[config.mk]
export PLATFORM = sky130hd
export DESIGN_NAME = seq_det_param
export DESIGN_NICKNAME = d
export VERILOG_FILES = /design/src/rtl/seq_det_param.sv
export SDC_FILE = /design/constraint.sdc
export NUM_CORES = 1
export LEC_CHECK = 0
export ABC_AREA = 1
export CORE_MARGIN = 4
export CORE_UTILIZATION = 54
export CTS_CLUSTER_DIAMETER = 40
export DETAILED_ROUTE_END_ITERATION = 10
export HOLD_SLACK_MARGIN = 0.05
export PLACE_DENSITY = 0.83
export SLEW_MARGIN = 25
export SYNTH_ARGS = -nofsm -noshare
export SYNTH_HDL_FRONTEND = slang
export SYNTH_SLANG_ARGS = --single-unit
[constraint.sdc]
create_clock -name clk -period 2.2 [get_ports clk]
set_input_delay 0.44 -clock clk [delete_from_list [all_inputs] [get_ports clk]]
set_output_delay 0.44 -clock clk [all_outputs]
set_load 0.05 [all_outputs]
[src/rtl/seq_det_param.sv]
// Mealy serial-pattern detector with a run-time loadable PAT_W-bit pattern,
// overlapping or non-overlapping detection, and a saturating match counter.
module seq_det_param #(
  parameter int PAT_W = 3,
  parameter int CNT_W = 8
) (
  input  logic             clk,
  input  logic             rst,
  input  logic             x,
  input  logic             x_valid,
  input  logic [PAT_W-1:0] pat_in,
  input  logic             pat_load,
  input  logic             overlap,
  output logic             y,
  output logic [CNT_W-1:0] match_cnt
);

  localparam int FILL_W = $clog2(PAT_W);
  localparam logic [FILL_W-1:0] FILL_FULL = FILL_W'(PAT_W - 1);

  logic [PAT_W-1:0]  pat_reg;
  logic [PAT_W-2:0]  hist;
  logic [FILL_W-1:0] fill;

  logic [PAT_W-1:0]  window;
  logic              full;
  logic              bit_take;
  logic              hit;
  logic              cnt_sat;

  // Oldest held bit sits at the top so the window lines up with pat_reg directly.
  assign window   = {hist, x};
  assign full     = (fill == FILL_FULL);
  assign bit_take = rst && x_valid && !pat_load;
  assign hit      = bit_take && full && (window == pat_reg);
  assign y        = hit;
  assign cnt_sat  = &match_cnt;

  always_ff @(posedge clk) begin
    if (!rst) begin
      pat_reg   <= '1;
      hist      <= '0;
      fill      <= '0;
      match_cnt <= '0;
    end else if (pat_load) begin
      pat_reg <= pat_in;
      fill    <= '0;
    end else if (x_valid) begin
      hist <= window[PAT_W-2:0];
      if (hit) begin
        // Non-overlapping: the whole match is consumed, so refill from scratch.
        if (!overlap)
          fill <= '0;
        if (!cnt_sat)
          match_cnt <= match_cnt + CNT_W'(1);
      end else if (!full) begin
        fill <= fill + FILL_W'(1);
      end
    end
  end

endmodule
==> results list, run 1 <==
- The register with the most flip-flops in the layout has 8 of them.
- Outcome: finished, final reports clean
* Number of nets produced by synthesis: about 130
- Minimum setup slack among reg-to-reg paths: about 630 ps
- Min-Delay Endpoint: fill[1]
* Category of the worst setup path launch point: input port
- Fill cells: 120
- Across the whole layout, storage elements account for around 300 um^2.
* Power consumption: between 0.5 and 0.6 mW
* RSZ-0062 raised after global routing: no
- Setup violations remaining at the end of the flow were counted as 0.
- The initial antenna violation count came to 0.
- Flip-flop and latch count after synthesis: 15
- The final layout contains routed wiring with a total length of 1834 um.
* Die W: 49.27 um
- Gate Count Post-Synth: around 120
* Post-cts hold buffer count: 0
* Via count of the first global-routing pass: between 700 and 800
* Post-CTS Setup Bufs: 0
- Highest fanout seen on the critical path: 6
- Area share of the leading cell type in the synthesized netlist: 32.65%
- Highest clock rate: around 480 MHz
- Utilization after layout: about three quarters
* Largest cells by area after synthesis: sky130_fd_sc_hd__dfxtp_1 33%, sky130_fd_sc_hd__nand2_1 10%, sky130_fd_sc_hd__a21oi_2 6.7%
* Number of gates resized after cts: 0
- Cell Area, Synth: between 900 and 1000 um^2
* Data required, critical path: approximately 1800 ps
- Maximum number of pins on one net before global-route repair: 11
- Sequential fraction of the synthesis area: 32.65%
* Classification of the worst-slack hold path: flip-flop to flip-flop
* Max-cap violations: 0
- The endpoint identified for the worst register-to-register timing path is match_cnt[7].
- Antenna diodes: 0
- Depth of the CTS H-tree: 1
- Synthesis-to-layout area growth: 25.31%
* Number of distinct library cell variants in the gate-level netlist after synthesis: 24
* TritonCTS clock tree: done
- In this run the critical register-to-register path is launched from fill[0].
- For this configuration, the core starts out at a cell density of between 50% and 60%.
- The worst pin sits at a relative slew slack of about 66%.
- # clock sinks: 15
* Post-layout min period: 2082 ps
- Share of cells above drive strength 1: 26.09%
- The number of cells on the worst reg-to-reg path is 12.
- Across the VDD grid, the largest voltage drop is 344.7 uV.
- Final hold analysis gives a worst-case slack of ~480 ps.
* Number of nets at the end of the flow: 150
- 18 I/O pins were placed.
* Worst setup slack after placement: around 110 ps
* Critical hold path startpoint: fill[1]
- Number of remaining DRC errors: 0
- In this run the vertical extent of the chip is 49.27 um.
- In the global route stage, overall resource usage came out at 17.00%.
* Cell taking the most area after synthesis: sky130_fd_sc_hd__dfxtp_1
* Areal power density over the cells: ~440 nW/um^2
* Leading cell type in the layout, fill and taps excluded: sky130_fd_sc_hd__nand2_1
- # port buffers: 17
- Mapped Avg Cell Area: 7.997 um^2
* Clk slew on worst S/H paths: 100 ps
- In the routed layout, each cell is associated on average with a via count of 5.149.
- Area of the multi-input gates: approximately 520 um^2
* Sum Neg Setup Slack: 0 ps
- For the worst-skew pair, the clock arrives at the later sink with an insertion delay of between 200 and 300 ps.
- The number of max-slew violations in the final report is 0.
- Drt initial violations: 13
* GRT Residual Overflow: 0
- Placer congestion estimate: 0.7568
- The worst path meets setup with approximately 120 ps of slack.
- At the worst endpoint, the arrival time is 1640 ps.
- Start point of the critical path: rst
- Transition time at the pin with the least slew margin: around 510 ps
- STA classifies the critical path endpoint as a primary output.
- Drt pass-1 iters: 4
- Kind of critical path: input port to primary output
* Root Buffer: sky130_fd_sc_hd__clkbuf_4
* Buffer depth of the longest clock path: 2
- Top library cells by usage in the layout, fill and taps aside: 25 x sky130_fd_sc_hd__nand2_1, 16 x sky130_fd_sc_hd__clkdlybuf4s50_1, 15 x sky130_fd_sc_hd__dfxtp_1
- Yosys warning total: 0
* Die outline area: between 2000 and 2500 um^2
* Via total after detailed routing: 793
- Number of nets with antenna violations after routing: 0
- The initialized floorplan defines 14 standard-cell rows.
- Wire length of the first global-routing pass: between 3000 and 4000 um
- Num CTS Buffers: 3
- Final setup skew: 7.707 ps
- In the final routed layout, each cell accounts on average for 11.91 um.
- Detailed placement finished with a half-perimeter wire length of roughly 1400 um.
* Number of hold-slack violations in the final timing report: 0
- Core box area: between 1500 and 2000 um^2
- Final Cycle Share: 94.65%
- The worst hold path passes through 2 cells.
* Static power due to leakage: approximately 0.50 nW
==> cells by family after synthesis <==
kind of cell / share of synthesized area [%]
AO/OA/AOI/OAI: 13.33
adder cells (fa/ha/maj): 2.721
flip-flops: 32.65
XOR/XNOR: 4.763
AND/OR/NAND/NOR: 36.05
buffers and inverters: 10.48
==> where the power goes <==
group          switching, mW  internal (mW)  leakage [nW]
Combinational         0.0344         0.0300         0.362
Clock                 0.0924         0.0704        0.0150
Sequential           0.00405          0.279         0.122
==> how the worst max path moves through the flow <==
stage                               to  depth (start not counted)
after floorplan           match_cnt[6]                          7
after global routing                 y                          8
after CTS                            y                          8
final                                y                          8
after detailed placement             y                          8
after global placement               y                          8
==> critical path, cell delays in order <==
cell and delay, ps:
sky130_fd_sc_hd__clkdlybuf4s50_1 530, sky130_fd_sc_hd__inv_2 70, sky130_fd_sc_hd__nor2_4 100, sky130_fd_sc_hd__nand2_2 70
sky130_fd_sc_hd__nor2_4 110, sky130_fd_sc_hd__nand2_4 90, sky130_fd_sc_hd__inv_6 90, sky130_fd_sc_hd__buf_12 140
==> cells in the mapped netlist, drive strengths merged <==
cell and n:
a21oi 13, nand4 3, xnor2 3, a31oi 1, inv 18, clkbuf 1
o21ai 5, buf 1, nand2 30, dfxtp 15, nand3 12, nor2 9
xor2 2, ha 2
==> metrics by stage <==
step	area [um^2]	cells
floorplan	919.6	115
global placement	1126	150
CTS	1152	154
global route	1152	154
finish	1152	154
detailed placement	1126	150
==> per-layer routing <==
metal / GRT usage, % / part of all wire, %
met5: 0 / 0
met4: 8.531 / 0.93
met3: 3.058 / 4.5
met2: 26.79 / 45
met1: 21.92 / 49
==> cell type report <==
class                   instances  area share, %
multi-input cells              80          45.39
repair buffers                 21          18.24
well taps                      16          1.737
clock buffers                   4          2.280
flip-flops and latches         15          26.06
inverters                      18          6.297
Power figures use the tool's default switching activity.
==> run 2: changes to the inputs <==
Settings changed: CAP_MARGIN set to 5, CORE_MARGIN 4 to 2.
==> results list, run 2 (synthesis gave the netlist of run 1 again) <==
- Outcome: finished, final reports clean (unchanged).
- Number of hold-slack violations in the final timing report: 0 (unchanged)
* Synthesis-to-layout area growth: 25.44% (was 25.31%)
* TritonCTS clock tree: done (unchanged)
- The vertical extent of the die is 45.27 um (was 49.27 um).
- Top library cells by usage in the layout, fill and taps aside: 25 x sky130_fd_sc_hd__nand2_1, 16 x sky130_fd_sc_hd__clkdlybuf4s50_1, 15 x sky130_fd_sc_hd__dfxtp_1 (unchanged)
- The initial antenna violation count came to 0 (unchanged).
- The maximum number of pins on one net before global-route repair was 11 (unchanged).
- The overall overflow remaining after global route was 0 (unchanged).
- The cell area after placement came to 1126 um^2 (unchanged).
- Buffer depth of the longest clock path: 2 (unchanged)
- RSZ-0062 raised after global routing: no (unchanged)
- Share of cells above drive strength 1: 26.81% (was 26.09%)
* Worst setup slack after placement: 128.7 ps (was 110.2 ps)
- The DRC violation count after routing was 0 (unchanged).
* Wire length of the first global-routing pass: 2967 um (was 3229 um)
- GRT Util Overall: 20.66% (was 17.00%)
- The via count of the first global-routing pass was 728 (was 773).
- The end point of the most critical hold path is fill[1] (unchanged).
- Core box area: 1559 um^2 (unchanged)
- The site row count came to 14 (unchanged).
* Final setup skew: 6.020 ps (was 7.707 ps)
- The data arrival time of the worst path came to 1640 ps (about the same).
* R2r worst-path depth: 12 (unchanged)
* Depth of the CTS H-tree: 1 (unchanged)
- The number of max-slew violations in the final report is 0 (unchanged).
- Crit-path max cell delay: 530 ps (about the same)
- Minimum setup slack among reg-to-reg paths: 600 ps (was 630 ps)
* Root Buffer: sky130_fd_sc_hd__clkbuf_4 (unchanged)
* Number of nets with antenna violations after routing: 0 (unchanged)
- Max-Slew Margin vs Limit: 67.00% (was 66.07%)
- The endpoint of the most critical register-to-register path is match_cnt[5] (was match_cnt[7]).
- The via-per-instance ratio is 5.130 (was 5.149).
- Max reg flops: 8 (unchanged)
- Num CTS Buffers: 3 (unchanged)
- Clk slew on worst S/H paths: 80 ps (was 100 ps)
- The worst-margin pin slew was 493.5 ps (was 507.3 ps).
- The count of buffers from port buffering came to 17 (unchanged).
- The critical setup path kind is input port to primary output (unchanged).
* Number of nets at the end of the flow: 150 (unchanged)
- Non-filler instance count after layout: 154 (unchanged)
* Die outline area: 2049 um^2 (was 2427 um^2)
- Max-cap violations: 0 (unchanged)
- The start of the worst register-to-register path was fill[0] (unchanged).
* Drt initial violations: 16 (was 13)
- The number of vias in the routed layout came to 790 (was 793).
- The cell depth of the worst min-delay path is 2 (unchanged).
- Initial Utilization: 58.99% (unchanged)
- The critical path data required time is 1760 ps (about the same).
* Areal power density over the cells: 438.5 nW/um^2 (was 442.7 nW/um^2)
* Endpoints failing setup: 0 (unchanged)
* Sum Neg Setup Slack: 0 ps (unchanged)
- Cell breakdown of the critical path: clkdlybuf4s50_1, inv_2, nor2_4, nand2_2, nor2_4, nand2_4, inv_6, buf_12 (unchanged).
* Post-layout min period: 2078 ps (was 2082 ps)
* Type of destination of the critical path: primary output (unchanged)
- Die W: 45.27 um (was 49.27 um)
- Category of the worst setup path launch point: input port (unchanged)
* Critical hold path startpoint: fill[1] (unchanged)
* Leading cell type in the layout, fill and taps excluded: sky130_fd_sc_hd__nand2_1 (unchanged)
* Post-detailed-route wirelength per cell: 11.19 um (was 11.91 um)
* Static power due to leakage: 0.5016 nW (was 0.4989 nW)
- # clock sinks: 15 (unchanged)
- The final weighted congestion of routability-driven global placement is 0.8323 (was 0.7568).
- The number of cells in the design after placement came to 150 (unchanged).
- The summed area of non-filler cells in the final layout came to 1154 um^2 (was 1152 um^2).
- Placed wire-length estimate after detailed placement: 1369 um (was 1408 um)
* Cell repeated most along the worst path: sky130_fd_sc_hd__nor2_4 (unchanged)
- The fraction of the cycle the final worst path needs was 94.44% (was 94.65%).
* Sum of routed wire length over all layers: 1723 um (was 1834 um)
* Post-cts hold buffer count: 0 (unchanged)
- Number of gates resized after cts: 0 (unchanged)
- Antenna diodes: 0 (unchanged)
- Post-CTS Setup Bufs: 0 (unchanged)
- Highest clock rate: 481.3 MHz (was 480.2 MHz)
- Classification of the worst-slack hold path: flip-flop to flip-flop (unchanged)
* Highest fanout seen on the critical path: 6 (unchanged)
* Clk_lat worst skew: 290 ps (about the same)
* Drt pass-1 iters: 4 (unchanged)
- The worst supply voltage drop on vdd is 405.9 uV (was 344.7 uV).
- The number of top-level pins came to 18 (unchanged).
* Final worst slack: 122.3 ps (was 117.6 ps)
- The worst-path cell with the longest stage delay is sky130_fd_sc_hd__clkdlybuf4s50_1 (unchanged).
-- run 2: cell types whose count changed in the layout (fill, tap and decap cells not counted), sizes merged --
cell    change
clkbuf      -1
clkinv      +1
-- run 2: critical path, delay by kind of cell --
kind | cells | cell delay (ps)
AND/OR/NAND/NOR | 4 | 370
buffers and inverters | 4 | 820
-- run 2: metrics by stage --
| stage | hold slack [ps] | util [%] | power [mW] |
|---|---|---|---|
| after floorplan | 438.6 | - | 0.3248 |
| after global placement | 455.6 | 72.23 | 0.3518 |
| after detailed placement | 459.1 | 72.23 | 0.3535 |
| after CTS | 472.0 | 74.00 | 0.5137 |
| after global routing | 506.3 | 74.00 | 0.5327 |
| final | 473.0 | 74.00 | 0.5059 |
-- run 2: worst max-delay path by stage --
stage                       startpoint           end  slack [ps]  cells after the start
after floorplan           match_cnt[0]  match_cnt[6]         420                      7
after global placement             rst             y         150                      8
after detailed placement           rst             y         130                      8
after CTS                 match_cnt[2]  match_cnt[2]         100                      1
after global routing      match_cnt[2]  match_cnt[2]          60                      1
final                              rst             y         120                      8
-- run 2: report_power, final --
group,internal [mW],total (mW),switching (mW)
clock network,0.0677,0.159,0.0915
registers,0.279,0.283,0.00378
logic,0.0300,0.0641,0.0341
total,0.376,0.506,0.129
-- run 2: layer usage --
metal  global-route usage [%]  vias up  part of all wire (%)
li1                         -      415                     -
met5                        0        -                     0
met2                    32.86       17                    48
met4                    8.824        0                   1.2
met3                    8.800        2                   5.0
met1                    24.15      356                    46
-- run 2: final cells by class --
class,count,area [um^2]
clock buffers,3,22.52
fillers,109,405.4
repair buffers,21,210.2
inverters,18,72.57
multi-input cells,80,523.0
clock inverters,1,5.005
well taps,16,20.02
flip-flops and latches,15,300.3
==> run 3: changes to the inputs <==
Settings changed: CORE_MARGIN 2 to unset.
==> results list, run 3 (synthesis gave the netlist of run 1 again) <==
- Largest vdd supply drop: 427.9 uV (was 405.9 uV)
- Number of nets with antenna violations after routing: 0 (unchanged)
* Sum of routed wire length over all layers: 1775 um (was 1723 um)
- The number of standard cells in the layout, taps in and fillers out came to 153 (was 154).
- Num CTS Buffers: 3 (unchanged)
- The full die area is 1872 um^2 (was 2049 um^2).
- Synthesis-to-layout area growth: 24.63% (was 25.44%)
- Post-detailed-route wirelength per cell: 11.60 um (was 11.19 um)
- The achievable frequency was 481.9 MHz (was 481.3 MHz).
- The violation count after the first detailed-route iteration came to 19 (was 16).
- The number of flip-flops in the largest register is 8 (unchanged).
- The clock-pin slew reported for the worst setup and hold paths after clock tree synthesis came to 90 ps (was 80 ps).
* Sum Neg Setup Slack: 0 ps (unchanged)
- Final setup skew: 8.806 ps (was 6.020 ps)
- The switching fraction of total power was 26.32% (was 25.58%).
- The worst-path cell with the longest stage delay was sky130_fd_sc_hd__clkdlybuf4s50_1 (unchanged).
- Top library cells by usage in the layout, fill and taps aside: 25 x sky130_fd_sc_hd__nand2_1, 16 x sky130_fd_sc_hd__clkdlybuf4s50_1, 15 x sky130_fd_sc_hd__dfxtp_1 (unchanged)
* Post-cts hold buffer count: 0 (unchanged)
- Initial Utilization: 59.66% (was 58.99%)
- The clock tree from TritonCTS was done (unchanged).
- Highest fanout seen on the critical path: 5 (was 6)
- Transition time at the pin with the least slew margin: 501.7 ps (was 493.5 ps)
- The fraction of the cycle the final worst path needs was 94.33% (was 94.44%).
* Via count of the first global-routing pass: 775 (was 728)
* Crit-path max cell delay: 860 ps (was 530 ps)
* Max-cap violations: 0 (unchanged)
- Category of the worst setup path launch point: flip-flop (was input port)
- Count of pins over their slew limit: 0 (unchanged)
* Type of destination of the critical path: primary output (unchanged)
- RSZ-0062 raised after global routing: no (unchanged)
- Crit-path leading delay family: buffers and inverters (unchanged)
- The clock root buffer is sky130_fd_sc_hd__clkbuf_4 (unchanged).
- Antenna diodes: 0 (unchanged)
- Cell breakdown of the critical path: clkdlybuf4s50_1 (was clkdlybuf4s50_1, inv_2, nor2_4, nand2_2, nor2_4, nand2_4, inv_6, buf_12)
* # port buffers: 17 (unchanged)
- Placed wire-length estimate after detailed placement: 1413 um (was 1369 um)
* Kind of critical path: flip-flop to primary output (was input port to primary output)
- The critical path data required time was 1760 ps (about the same).
- The clock sink count came to 15 (unchanged).
- Standard-cell rows: 14 (unchanged)
- The CTS H-tree depth was 1 (unchanged).
- Combinational cell fraction of total power: 12.4% (was 12.7%)
- Number of nets at the end of the flow: 149 (was 150)
* Number of hold-slack violations in the final timing report: 0 (unchanged)
- The vertical extent of the die came to 43.27 um (was 45.27 um).
- Static power due to leakage: 0.4968 nW (was 0.5016 nW)
- The cell depth of the worst min-delay path is 2 (unchanged).
- The first-pass GRT wire length came to 3153 um (was 2967 um).
- The core box area was 1541 um^2 (was 1559 um^2).
- The headroom to the max-slew limit was 66.45% (was 67.00%).
- Clk pwr share: 32.2% (was 31.5%)
* Number of remaining DRC errors: 0 (unchanged)
* Areal power density over the cells: 444.7 nW/um^2 (was 438.5 nW/um^2)
- Number of gates resized after cts: 0 (unchanged)
- The data arrival time of the worst path is 1640 ps (about the same).
- The final setup violation count is 0 (unchanged).
- Maximum number of pins on one net before global-route repair: 11 (unchanged)
- Power consumption: 0.5096 mW (was 0.5059 mW)
- Buffer and inverter count on the worst path: 1 (was 4)
- The horizontal extent of the die is 43.27 um (was 45.27 um).
* Drt pass-1 iters: 4 (unchanged)
- Outcome: finished, final reports clean (unchanged).
- Classification of the worst-slack hold path: flip-flop to flip-flop (unchanged)
- The depth of the worst register-to-register path is 12 (unchanged).
- Post-CTS Setup Bufs: 0 (unchanged)
- GRT Residual Overflow: 0 (unchanged)
- Vias per cell: 5.157 (was 5.130)
- Internal Pwr Total: 0.3755 mW (was 0.3765 mW)
- The clock network latency to the later pin of the worst-skew pair came to 300 ps (was 290 ps).
- Post-layout min period: 2075 ps (was 2078 ps)
- The number of top-level pins came to 18 (unchanged).
* Via total after detailed routing: 789 (was 790)
* Number of antenna violations at the first check in global routing: 0 (unchanged)
- The reported net switching power is 0.1341 mW (was 0.1294 mW).
* Seq pwr share: 55.4% (was 55.8%)
* Share of cells above drive strength 1: 26.28% (was 26.81%)
- The deepest clock path buffer count was 2 (unchanged).
- The most common cell after layout, fill and taps aside is sky130_fd_sc_hd__nand2_1 (unchanged).
- The final weighted congestion of routability-driven global placement was 0.8087 (was 0.8323).
- Total instance count after detailed placement: 149 (was 150)
* GRT Util Overall: 22.84% (was 20.66%)
- The logic depth of the worst path, buffers included was 1 (was 8).
## run 3: changes by cell type in the layout (fill, tap and decap cells not counted), sizes merged
| cell | previous run | this run |
|---|---|---|
| buf | 5 | 4 |
## run 3: through the flow
step                      instance area [um^2]  utilization [%]  hold slack [ps]  setup slack (ps)
after global routing                      1146            74.35            484.7             58.27
after floorplan                          919.6                -            438.6             417.2
after CTS                                 1146            74.35            467.1             123.7
final                                     1146            74.35            463.3             124.7
after detailed placement                  1119            72.56            454.1             141.8
after global placement                    1119            72.56            451.7             156.9
## run 3: worst reg2reg max path, delay by kind of cell, from the launching register on
family / cells / cell delay (ps)
AND/OR/NAND/NOR: 6 / 500
buffers and inverters: 4 / 400
flip-flops: 1 / 310
adder cells (fa/ha/maj): 1 / 200
AO/OA/AOI/OAI: 1 / 50
## run 3: worst paths after layout
path                              startpoint      endpoint  slack, ps
worst min register to register       fill[1]       fill[1]        460
worst min-delay path                 fill[1]       fill[1]        460
worst max register to register       fill[0]  match_cnt[5]        640
worst max-delay path            match_cnt[5]  match_cnt[5]        120
## run 3: area by class of cell
class / instances / area, um^2
clock inverters: 1 / 5.005
well taps: 16 / 20.02
flip-flops and latches: 15 / 300.3
clock buffers: 3 / 22.52
fillers: 132 / 395.4
inverters: 18 / 72.57
multi-input cells: 80 / 523.0
repair buffers: 20 / 202.7
## run 3: power groups by stage
stage	Combinational (mW)	Clock [mW]	Sequential, mW
after detailed placement	0.0637	0	0.289
after global placement	0.0621	0	0.288
after global routing	0.0706	0.180	0.284
after CTS	0.0638	0.171	0.282
after floorplan	0.0368	0	0.288
final	0.0633	0.164	0.282
## run 3: per-layer routing
layer	part of all wire, %	global-route usage (%)
met1	44	25.92
met2	50	40.90
met3	4.2	6.809
met4	1.1	6.061
met5	0	0
